==> config.mk <==
export PLATFORM = sky130hd
export DESIGN_NAME = data_mem_arbiter
export DESIGN_NICKNAME = d
export VERILOG_FILES = /design/src/rtl/data_mem_arbiter.sv
export SDC_FILE = /design/constraint.sdc
export NUM_CORES = 1
export LEC_CHECK = 0
export CORE_AREA = 2 2 116 118
export CTS_CLUSTER_DIAMETER = 60
export DETAILED_ROUTE_END_ITERATION = 8
export DIE_AREA = 0 0 118 120
export PLACE_DENSITY = 0.76
export SYNTH_ARGS = -nofsm -noshare
export SYNTH_HDL_FRONTEND = slang
export SYNTH_SLANG_ARGS = --single-unit
==> constraint.sdc <==
create_clock -name clk -period 2.6 [get_ports clk]
set_clock_uncertainty 0.1 [all_clocks]
set_input_delay 0.52 -clock clk [delete_from_list [all_inputs] [get_ports clk]]
set_output_delay 0.52 -clock clk [all_outputs]
set_load 0.005 [all_outputs]
==> src/rtl/data_mem_arbiter.sv <==
// Two-requester arbiter in front of a single-port data memory.
// Requesters are served round-robin. A requester may lock the bus for up to
// BURST_MAX consecutive beats. Read data returns one cycle after the grant.
module data_mem_arbiter #(
    parameter int AW        = 32,
    parameter int DW        = 32,
    parameter int BURST_MAX = 4
) (
    input  logic          clk,
    input  logic          reset,

    input  logic          req0_valid,
    input  logic          req0_wen,
    input  logic [AW-1:0] req0_addr,
    input  logic [DW-1:0] req0_wdata,
    input  logic          req0_lock,
    output logic          gnt0,
    output logic          rvalid0,
    output logic [DW-1:0] rdata0,

    input  logic          req1_valid,
    input  logic          req1_wen,
    input  logic [AW-1:0] req1_addr,
    input  logic [DW-1:0] req1_wdata,
    input  logic          req1_lock,
    output logic          gnt1,
    output logic          rvalid1,
    output logic [DW-1:0] rdata1,

    output logic [AW-1:0] mem_addr,
    output logic [DW-1:0] mem_wdata,
    output logic          mem_wen,
    input  logic [DW-1:0] mem_rdata
);

    typedef enum logic [1:0] {IDLE, OWN0, OWN1} state_t;

    localparam logic [3:0] BURST_LIM = 4'(BURST_MAX);

    state_t        state;
    logic [3:0]    count;
    logic          last;

    logic          any_gnt;
    logic          win_wen;
    logic          win_lock;
    logic [AW-1:0] win_addr;
    logic [DW-1:0] win_wdata;
    logic          continuing;
    logic [3:0]    beat_count;
    logic          burst_done;

    logic [AW-1:0] addr_q;
    logic [DW-1:0] wdata_q;
    logic          rvalid0_q;
    logic          rvalid1_q;

    // Grant decision: a burst owner keeps the bus while it still requests; otherwise round-robin against last.
    always_comb begin
        gnt0 = 1'b0;
        gnt1 = 1'b0;
        if (reset) begin
            if (state == OWN0 && req0_valid && count < BURST_LIM) begin
                gnt0 = 1'b1;
            end else if (state == OWN1 && req1_valid && count < BURST_LIM) begin
                gnt1 = 1'b1;
            end else if (req0_valid && req1_valid) begin
                if (last) begin
                    gnt0 = 1'b1;
                end else begin
                    gnt1 = 1'b1;
                end
            end else if (req0_valid) begin
                gnt0 = 1'b1;
            end else if (req1_valid) begin
                gnt1 = 1'b1;
            end
        end
    end

    // Select the winning request fields and work out the beat number within the current burst.
    always_comb begin
        any_gnt    = gnt0 | gnt1;
        win_wen    = gnt1 ? req1_wen   : req0_wen;
        win_lock   = gnt1 ? req1_lock  : req0_lock;
        win_addr   = gnt1 ? req1_addr  : req0_addr;
        win_wdata  = gnt1 ? req1_wdata : req0_wdata;
        continuing = (state == OWN0 && gnt0) || (state == OWN1 && gnt1);
        beat_count = continuing ? count + 4'd1 : 4'd1;
        burst_done = beat_count >= BURST_LIM;
    end

    // Ownership FSM: stay with the winner while it locks and the burst limit is not reached.
    always_ff @(posedge clk or negedge reset) begin
        if (!reset) begin
            state <= IDLE;
            count <= 4'd0;
            last  <= 1'b1;
        end else if (any_gnt) begin
            last <= gnt1;
            if (win_lock && !burst_done) begin
                state <= gnt1 ? OWN1 : OWN0;
                count <= beat_count;
            end else begin
                state <= IDLE;
                count <= 4'd0;
            end
        end else begin
            state <= IDLE;
            count <= 4'd0;
        end
    end

    // Remember the last driven address/data so the memory bus holds steady between beats.
    always_ff @(posedge clk or negedge reset) begin
        if (!reset) begin
            addr_q  <= '0;
            wdata_q <= '0;
        end else if (any_gnt) begin
            addr_q  <= win_addr;
            wdata_q <= win_wdata;
        end
    end

    // Flag which requester gets read data on the cycle after its granted read.
    always_ff @(posedge clk or negedge reset) begin
        if (!reset) begin
            rvalid0_q <= 1'b0;
            rvalid1_q <= 1'b0;
        end else begin
            rvalid0_q <= gnt0 & ~req0_wen;
            rvalid1_q <= gnt1 & ~req1_wen;
        end
    end

    assign mem_addr  = any_gnt ? win_addr  : addr_q;
    assign mem_wdata = any_gnt ? win_wdata : wdata_q;
    assign mem_wen   = any_gnt & win_wen;

    assign rvalid0 = rvalid0_q;
    assign rvalid1 = rvalid1_q;
    assign rdata0  = rvalid0_q ? mem_rdata : '0;
    assign rdata1  = rvalid1_q ? mem_rdata : '0;

endmodule

==> results_dict.tcl, run 1 <==
set metrics [dict create \
    clk_pin_slew_ns 0.06 \
    synth-xor-area-share 0 \
    yosysTopAreaCell "dfrtp_1" \
    synth.distinct_cells 36 \
    crit_path_end_kind "output port" \
    cellPowerDensity_nw_per_um2 490.8 \
    clock-sinks 73 \
    ys_seq_elements 73 \
    p_clk_frac 0.265 \
    grt_pass1_vias 6178 \
    netlist.area_leader.share 0.4349 \
    diodes 0 \
    tightest_slew_ns 0.8448 \
    holdWs_ns 0.1389 \
    dr.first_iter.drc_count 416 \
    die_area_um2 14160 \
    yosys.area_share.simple 0.1860 \
    grt_pass1_wl_um 33100 \
    route.detailed.drc 0 \
    combinationalPowerShare 0.455 \
    rsz0062_at_grt "true" \
    cts-root-buf "clkbuf_16" \
    p_leak_uw 0.003954 \
    power.share.sequential 0.279 \
    die_h_um 120 \
    ys_async_sr_fraction 1.000 \
    num-nets-final 1107 \
    fmax_ghz 0.3370 \
    clkLatencyLatePin_ns 0.33 \
    yosysMostFrequentCell "dfrtp_1" \
    violations "negative setup slack" \
    finalHoldViolCount 0 \
    finalSetupViolCount 70 \
    synthCells 493 \
    synth_adder_area_share 0.003020 \
    worst-setup-path-type "reg2out" \
    gp_congestion 0.9129 \
    stdcell_count 1119 \
    hold_path.class "in2async" \
    routed_wl_um 23130 \
    h-tree-depth 3 \
    netlist_top_cells_count "72 x dfrtp_1, 68 x nor2_1, 67 x a21oi_1, 67 x and2_1, 64 x a31oi_1" \
    cp_max_fo 10 \
    cap_violations 0 \
    ir_drop_uv 345.5 \
    layout-drive-gt1-share 0.4221 \
    dr_total_vias 5999 \
    seq_area_um2 1828 \
    synth_edf_count 0 \
    cts_buffers 9 \
    cts_max_path_buffers 2 \
    synth_area_leaders "dfrtp_1 43%, and2_1 10%, a31oi_1 9.7%, a21oi_1 8.1%, nor2_1 6.2%" \
    net-switching-power_uw 1546 \
    multi_input_area_um2 2955 \
    io-pin-count 301 \
    viasPerCell 5.361 \
    cts_tree "done" \
    ant_nets 0 \
    status "complete, but fails checks" \
    grt_usage 0.2935 \
    area_growth_pct 137.0 \
    p_int_uw 3273 \
    syn_area_um2 4143 \
    grt-ovfl-total 0 \
    synth_compound_area_frac 0.2990 \
    dp_hpwl_um 12840 \
    place.port_buffers 300 \
    slew-limit-headroom 0.4368 \
    hold_buffers 0 \
    coreArea_um2 12980 \
    wl_per_cell_um 20.67 \
    synth_mux_area_frac 0 \
    synth_warnings 0 \
    fin_crit_sh 1.141 \
    synth_top_family_by_area "compound AO/OA/AOI/OAI gates" \
    swShare 0.3208 \
    placedCellCount 990 \
    design_area_um2 9818 \
    fp-row-count 42 \
    fill_cells 810 \
    r2r_cells 14 \
    seq_area_frac_synth 0.4413 \
    grt_max_degree 64 \
    arrival_ns 2.35 \
    fp.dieW_um 118 \
    antenna_found_initial 0 \
    startpoint_type "flop" \
    dr.pass1.iters 5 \
    period_needed_ns 2.967 \
    r2r_slack_ns -0.31 \
    syn-mean-instance-area_um2 8.403 \
    finalMaxSlewViolations 0 \
    ys.flop_type "dfrtp_1" \
    place_area_um2 7815 \
    initial_core_util 0.3192 \
    fin_ws_ns -0.3673 \
    worstPathRequired_ns 1.98 \
]
worst paths after layout:
kind                            start      endpoint
max                          count[3]  mem_addr[15]
min                             reset      count[0]
max reg2reg                  count[3]    addr_q[10]
min reg2reg                addr_q[23]    addr_q[23]
max in group asynchronous       reset       rvalid1
min in group clk           addr_q[23]    addr_q[23]
worst max-delay path: stages, from the launching register on:
cell     delay [ns]
dfrtp_1        0.38
buf_6          0.13
nor4b_4        0.04
buf_4          0.15
o41ai_4        0.35
buf_6          0.20
buf_6          0.20
a31oi_1        0.16
a21oi_2        0.23
buf_2          0.17
layer usage:
| metal | GRT usage | vias to the layer above | share of wire |
|---|---|---|---|
| met3 | 0.06987 | 82 | 0.069 |
| met5 | 0 | - | 0 |
| li1 | - | 2661 | - |
| met4 | 0.1227 | 0 | 0.044 |
| met2 | 0.5429 | 356 | 0.53 |
| met1 | 0.3206 | 2900 | 0.36 |
area by class of cell:
cell class / instances / share of cell area
Inverter: 3 / 0.001147
Clock inverter: 6 / 0.006627
Timing Repair Buffer: 484 / 0.4583
Tap cell: 176 / 0.02243
Clock buffer: 10 / 0.02434
Multi-Input combinational cell: 367 / 0.3010
Sequential cell: 73 / 0.1862
flip-flops by register name, summed over array words and instances, names as in the netlist:
register	flops
addr_q	32
wdata_q	32
count	4
state	2
last	1
rvalid0	1
rvalid1	1
stage by stage:
stage / util / setup WS, ns / power (µW) / TNS, ns
2_1_floorplan: - / 0.2743 / 1855 / 0
3_3_place_gp: 0.6021 / -0.4873 / 2763 / -26.51
3_5_place_dp: 0.6021 / -0.5071 / 2797 / -28.44
4_1_cts: 0.7246 / -0.3556 / 4603 / -16.23
5_1_grt: 0.7564 / -0.4505 / 5017 / -24.76
6_report: 0.7564 / -0.3673 / 4819 / -18.16
kinds of logic (layout without fill, tap and decap cells):
group | after synthesis | after routing
adders and majority gates | 1 | 1
and+or+nand+nor | 149 | 149
other | 1 | 2
AOI/OAI and AO/OA | 215 | 215
DFF | 73 | 73
buffers and inverters | 54 | 503
power by group through the flow:
stage	clock [µW]	combinational, µW	sequential [µW]
after floorplan	0	508	1350
after global placement	0	1410	1350
after detailed placement	0	1440	1360
after CTS	1300	1970	1340
after global routing	1350	2310	1360
final	1280	2190	1350
timing repair:
| item | CTS | global route |
|---|---|---|
| setup buffers | 98 | 24 |
| setup endpoints to repair | 67 | 74 |
| gates resized for setup | 370 | 131 |
| cloned | 6 | 3 |
| pin swaps | 84 | 44 |
cell usage in the layout (no fill, tap or decap), drive strengths merged:
master and count:
nand4b 1, dfrtp 72, nor4b 1, nor3 1
a21oi 67, nand3 3, clkbuf 17, clkdlybuf4s15 3
clkinvlp 1, o21a 3, dlygate4sd2 1, bufinv 1
o21ai 68, a2111oi 1, o32a 1, nor2b 1
clkinv 2, clkdlybuf4s50 231, o211ai 2, a41oi 1
dfstp 1, conb 2, buf 242, nor2 68
a41o 1, nand2 4, and2 67, nor3b 1
o22ai 1, o211a 1, a31oi 64, o41ai 1
a221oi 2, or2 1, ha 1, o41a 1
inv 5, nand4 1, o22a 1
Power figures use the tool's default switching activity.
==> inputs of run 2 (changes only) <==
PLACE_DENSITY = 0.84   (was 0.76)
==> results_dict.tcl, run 2 (same netlist as run 1, synthesis figures left out) <==
set metrics [dict create \
    rsz0062_at_grt "true" \
    top_layer_used "met4" \
    die_area_um2 14160 \
    cp_max_fo 16 \
    finalMaxSlewViolations 0 \
    rr_endpoint "addr_q[10]" \
    hold_buffers 0 \
    layout-drive-gt1-share 0.3818 \
    route.detailed.drc 0 \
    cts_tree "done" \
    placedCellCount 980 \
    r2r_cells 16 \
    wl_met3_um 1815 \
    clock-sinks 73 \
    finalSetupViolCount 70 \
    initial_core_util 0.3192 \
    clkLatencyLatePin_ns 0.34 \
    ant_nets 0 \
    dr.pass1.iters 5 \
    fp-row-count 42 \
    fmax_ghz 0.3351 \
    grt_usage 0.2785 \
    tightest_slew_ns 0.8836 \
    cts_buffers 9 \
    crit_path_end_kind "output port" \
    ir_drop_uv 550.5 \
    dr.first_iter.drc_count 575 \
    routed_wl_um 22220 \
    final_cell_mix "232 x clkdlybuf4s50_1, 99 x buf_4, 72 x dfrtp_1" \
    num-nets-final 1066 \
    grt-ovfl-total 0 \
    coreArea_um2 12980 \
    reg2reg_from "state[1]" \
    clk_pin_slew_ns 0.06 \
    critPathCapture "mem_addr[16]" \
    cp_slowest_cell "dfrtp_1" \
    cellPowerDensity_nw_per_um2 504.1 \
    wl_met2_um 11350 \
    startpoint "state[0]" \
    path_common_cell "buf_4" \
    die_h_um 120 \
    io-pin-count 301 \
    holdWs_ns 0.02334 \
    period_needed_ns 2.984 \
    p_leak_uw 0.003787 \
    worstPathCellList "buf_4, nor4b_4, buf_4, o41ai_4, buf_6, buf_12, a31oi_1, a21oi_1, dlygate4sd2_1" \
    fin_ws_ns -0.3842 \
    grt_pass1_wl_um 31020 \
    post-route-util 0.7275 \
    combinationalPowerShare 0.428 \
    dp_hpwl_um 12290 \
    path_buf_inv 5 \
    cts_max_path_buffers 2 \
    power_uw 4760 \
    cp_top_family "buffers and inverters" \
    startpoint_type "flop" \
    place.port_buffers 300 \
    swShare 0.3133 \
    p_int_uw 3268 \
    violations "negative setup slack" \
    worst-setup-path-type "reg2out" \
    r2r_slack_ns -0.34 \
    p_clk_frac 0.289 \
    critPathMaxStageDelay_ns 0.39 \
    grt_max_degree 66 \
    slew-limit-headroom 0.4109 \
    stdcell_count 1077 \
    antenna_found_initial 0 \
    status "complete, but fails checks" \
    power.share.sequential 0.283 \
    cts-root-buf "clkbuf_16" \
    worst-path-stages 9 \
    wl_met1_um 8001 \
    net-switching-power_uw 1492 \
    fp.dieW_um 118 \
    reg_top3 "addr_q: 32 flops, wdata_q: 32 flops, count: 4 flops" \
    viasPerCell 5.377 \
    arrival_ns 2.36 \
    cap_violations 0 \
    area_growth_pct 127.9 \
    fin_crit_sh 1.148 \
    h-tree-depth 3 \
    worstPathRequired_ns 1.98 \
    dr_total_vias 5791 \
    hold_path.class "in2async" \
    diodes 0 \
    gp_congestion 0.8653 \
    wl_per_cell_um 20.63 \
    grt_pass1_vias 5819 \
    finalHoldViolCount 0 \
    mostFrequentLayoutCell "clkdlybuf4s50_1" \
]
-- run 2: cell types whose count changed in the layout (fill, tap and decap cells not counted), sizes merged --
| cell | previous run | this run |
|---|---|---|
| buf | 242 | 192 |
| dlygate4sd2 | 1 | 7 |
| bufbuf | 0 | 2 |
| clkinv | 2 | 0 |
| bufinv | 1 | 2 |
| clkdlybuf4s15 | 3 | 4 |
| clkdlybuf4s50 | 231 | 232 |
| inv | 5 | 4 |
-- run 2: repair_timing --
| action | CTS | global route |
|---|---|---|
| hold endpoints to repair | 0 | 0 |
| cloned | 8 | 0 |
| gates resized for setup | 360 | 105 |
| setup buffers | 57 | 19 |
| endpoints found under the setup margin | 67 | 71 |
| pin swaps | 86 | 21 |
-- run 2: how the worst min path moves through the flow --
stage,start,to,slack (ns),cells after the start
6_report,reset,count[2],0.02,2
5_1_grt,reset,count[2],0.02,2
4_1_cts,reset,count[2],0.008,2
3_5_place_dp,reset,count[2],0.38,2
3_3_place_gp,reset,count[2],0.37,2
2_1_floorplan,reset,addr_q[0],0.12,0
-- run 2: through the flow --
step	instance area [µm²]	worst slack (ns)	setup TNS, ns
4_1_cts	9072	-0.3302	-17.21
3_3_place_gp	7715	-0.5269	-27.42
3_5_place_dp	7715	-0.5640	-28.51
6_report	9443	-0.3842	-18.48
5_1_grt	9443	-0.4479	-22.99
2_1_floorplan	4146	0.2743	0
-- run 2: metal layers --
| layer | vias up | track usage |
|---|---|---|
| li1 | 2581 | - |
| met1 | 2789 | 0.3184 |
| met2 | 342 | 0.4746 |
| met3 | 79 | 0.07890 |
| met4 | 0 | 0.1453 |
| met5 | - | 0 |
-- run 2: layout make-up --
class	count	area [µm²]
clock buffer	11	242.7
tap	176	220.2
multi-input combinational	367	2831
timing repair buffer	443	4233
inverter	3	11.26
sequential	73	1828
fill	836	3537
clock inverter	4	76.32
-- run 2: power by group through the flow --
stage                     registers [µW]  logic [µW]  clock network, µW
final                               1350        2040               1380
after global routing                1360        2140               1450
after CTS                           1340        1810               1380
after detailed placement            1350        1390                  0
after global placement              1350        1370                  0
after floorplan                     1350         508                  0
==> inputs of run 3 (changes only) <==
SETUP_SLACK_MARGIN = 0.2   (was default)
==> results_dict.tcl, run 3 (same netlist as run 1, synthesis figures left out) <==
set metrics [dict create \
    status "complete, but fails checks" \
    violations "negative setup slack" \
    multi_input_area_um2 3299 \
    period_needed_ns 2.971 \
    reg_top3 "addr_q: 32 flops, wdata_q: 32 flops, count: 4 flops" \
    viasPerCell 5.521 \
    ir_drop_uv 444.1 \
    fmax_ghz 0.3365 \
    seq_area_um2 1828 \
    fp-row-count 42 \
    finalSetupViolCount 68 \
    ant_nets 0 \
    reg2reg_from "state[0]" \
    io-pin-count 301 \
    wl_per_cell_um 21.67 \
    cts_tree "done" \
    cts-root-buf "clkbuf_16" \
    clk_pin_slew_ns 0.06 \
    tns_ns -17.46 \
    fill_cells 768 \
    hold_path.class "in2async" \
    finalMaxSlewViolations 0 \
    cellPowerDensity_nw_per_um2 495.6 \
    worst-setup-path-type "reg2out" \
    rsz0062_at_grt "true" \
    dr_total_vias 5996 \
    tightest_slew_ns 0.8925 \
    arrival_ns 2.35 \
    fin_crit_sh 1.143 \
    p_leak_uw 0.003883 \
    grt_max_degree 66 \
    r2r_cells 14 \
    gp_congestion 0.8653 \
    die_h_um 120 \
    startpoint_type "flop" \
    die_area_um2 14160 \
    mostFrequentLayoutCell "clkdlybuf4s50_1" \
    hold_buffers 0 \
    initial_core_util 0.3192 \
    r2r_slack_ns -0.19 \
    cts_buffers 9 \
    dr.first_iter.drc_count 525 \
    num-nets-final 1075 \
    holdWs_ns 0.01705 \
    route.detailed.drc 0 \
    finalHoldViolCount 0 \
    worstPathRequired_ns 1.98 \
    fin_ws_ns -0.3714 \
    grt_pass1_wl_um 29660 \
    fp.dieW_um 118 \
    layout-drive-gt1-share 0.4374 \
    clkLatencyLatePin_ns 0.35 \
    grt_usage 0.2646 \
    h-tree-depth 3 \
    crit_path_end_kind "output port" \
    area_growth_pct 141.2 \
    grt_pass1_vias 5660 \
    slew-limit-headroom 0.4050 \
    diodes 0 \
    place.port_buffers 300 \
    routed_wl_um 23530 \
    rr_endpoint "addr_q[14]" \
    cap_violations 0 \
    final_cell_mix "231 x clkdlybuf4s50_1, 92 x buf_4, 72 x dfrtp_1" \
    clock-sinks 73 \
    coreArea_um2 12980 \
    antenna_found_initial 0 \
    dp_hpwl_um 12290 \
    cts_max_path_buffers 2 \
    dr.pass1.iters 5 \
    cp_max_fo 8 \
    grt-ovfl-total 0 \
]
-- run 3: cell types whose count changed in the layout (fill, tap and decap cells not counted), sizes merged --
cell           change
clkdlybuf4s15      -4
clkbuf             +7
bufbuf             -1
dlygate4sd2        -5
clkdlybuf4s50      -1
buf               +13
-- run 3: critical path, cell delays in order (launching register included) --
cell	delay, ns
dfrtp_1	0.40
buf_4	0.13
nor4b_4	0.13
buf_4	0.13
o41ai_4	0.25
buf_6	0.24
clkbuf_16	0.21
a31oi_1	0.10
a21oi_1	0.23
buf_2	0.17
-- run 3: area by class of cell --
type / instances / share of cell area
clock buffer: 11 / 0.02429
clock inverter: 4 / 0.007638
inverter: 3 / 0.001127
multi-input combinational: 367 / 0.3302
sequential: 73 / 0.1829
tap: 176 / 0.02204
timing repair buffer: 452 / 0.4318
-- run 3: metal layers --
layer | routed length, µm | part of all wire | vias to the layer above | global-route usage
met5 | 0 | 0 | - | 0
met4 | 1261 | 0.054 | 0 | 0.1054
met3 | 1983 | 0.084 | 117 | 0.08555
met2 | 12100 | 0.51 | 412 | 0.4688
met1 | 8185 | 0.35 | 2865 | 0.2941
li1 | - | - | 2602 | -
-- run 3: per-stage QoR --
step           power, µW    util  setup slack [ns]  instance area, µm²  std cells
3_3_place_gp        2720  0.5944           -0.5269                7715        980
4_1_cts             4403  0.6809           -0.3472                8838       1045
3_5_place_dp        2743  0.5944           -0.5640                7715        980
2_1_floorplan       1855       -            0.2743                4146        494
5_1_grt             5116  0.7698           -0.4782                9992       1086
6_report            4952  0.7698           -0.3714                9992       1086
-- run 3: where the power goes --
group	internal (µW)	switching, µW
clock	866	522
combinational	1180	1040
sequential	1290	57.4
-- run 3: worst max-delay path by stage --
stage | from | end | cells past startpoint
after detailed placement | req0_valid | mem_wen | 7
after global placement | req0_valid | mem_wen | 7
after global routing | state[0] | mem_addr[16] | 9
after floorplan | req0_valid | mem_addr[0] | 6
final | state[0] | mem_addr[16] | 9
after CTS | state[0] | mem_wdata[15] | 7
-- run 3: repair_timing --
action	CTS	global route
gates resized for setup	353	194
gates cloned	4	5
pin swaps	78	76
endpoints found under the setup margin	67	69
setup buffers	46	36
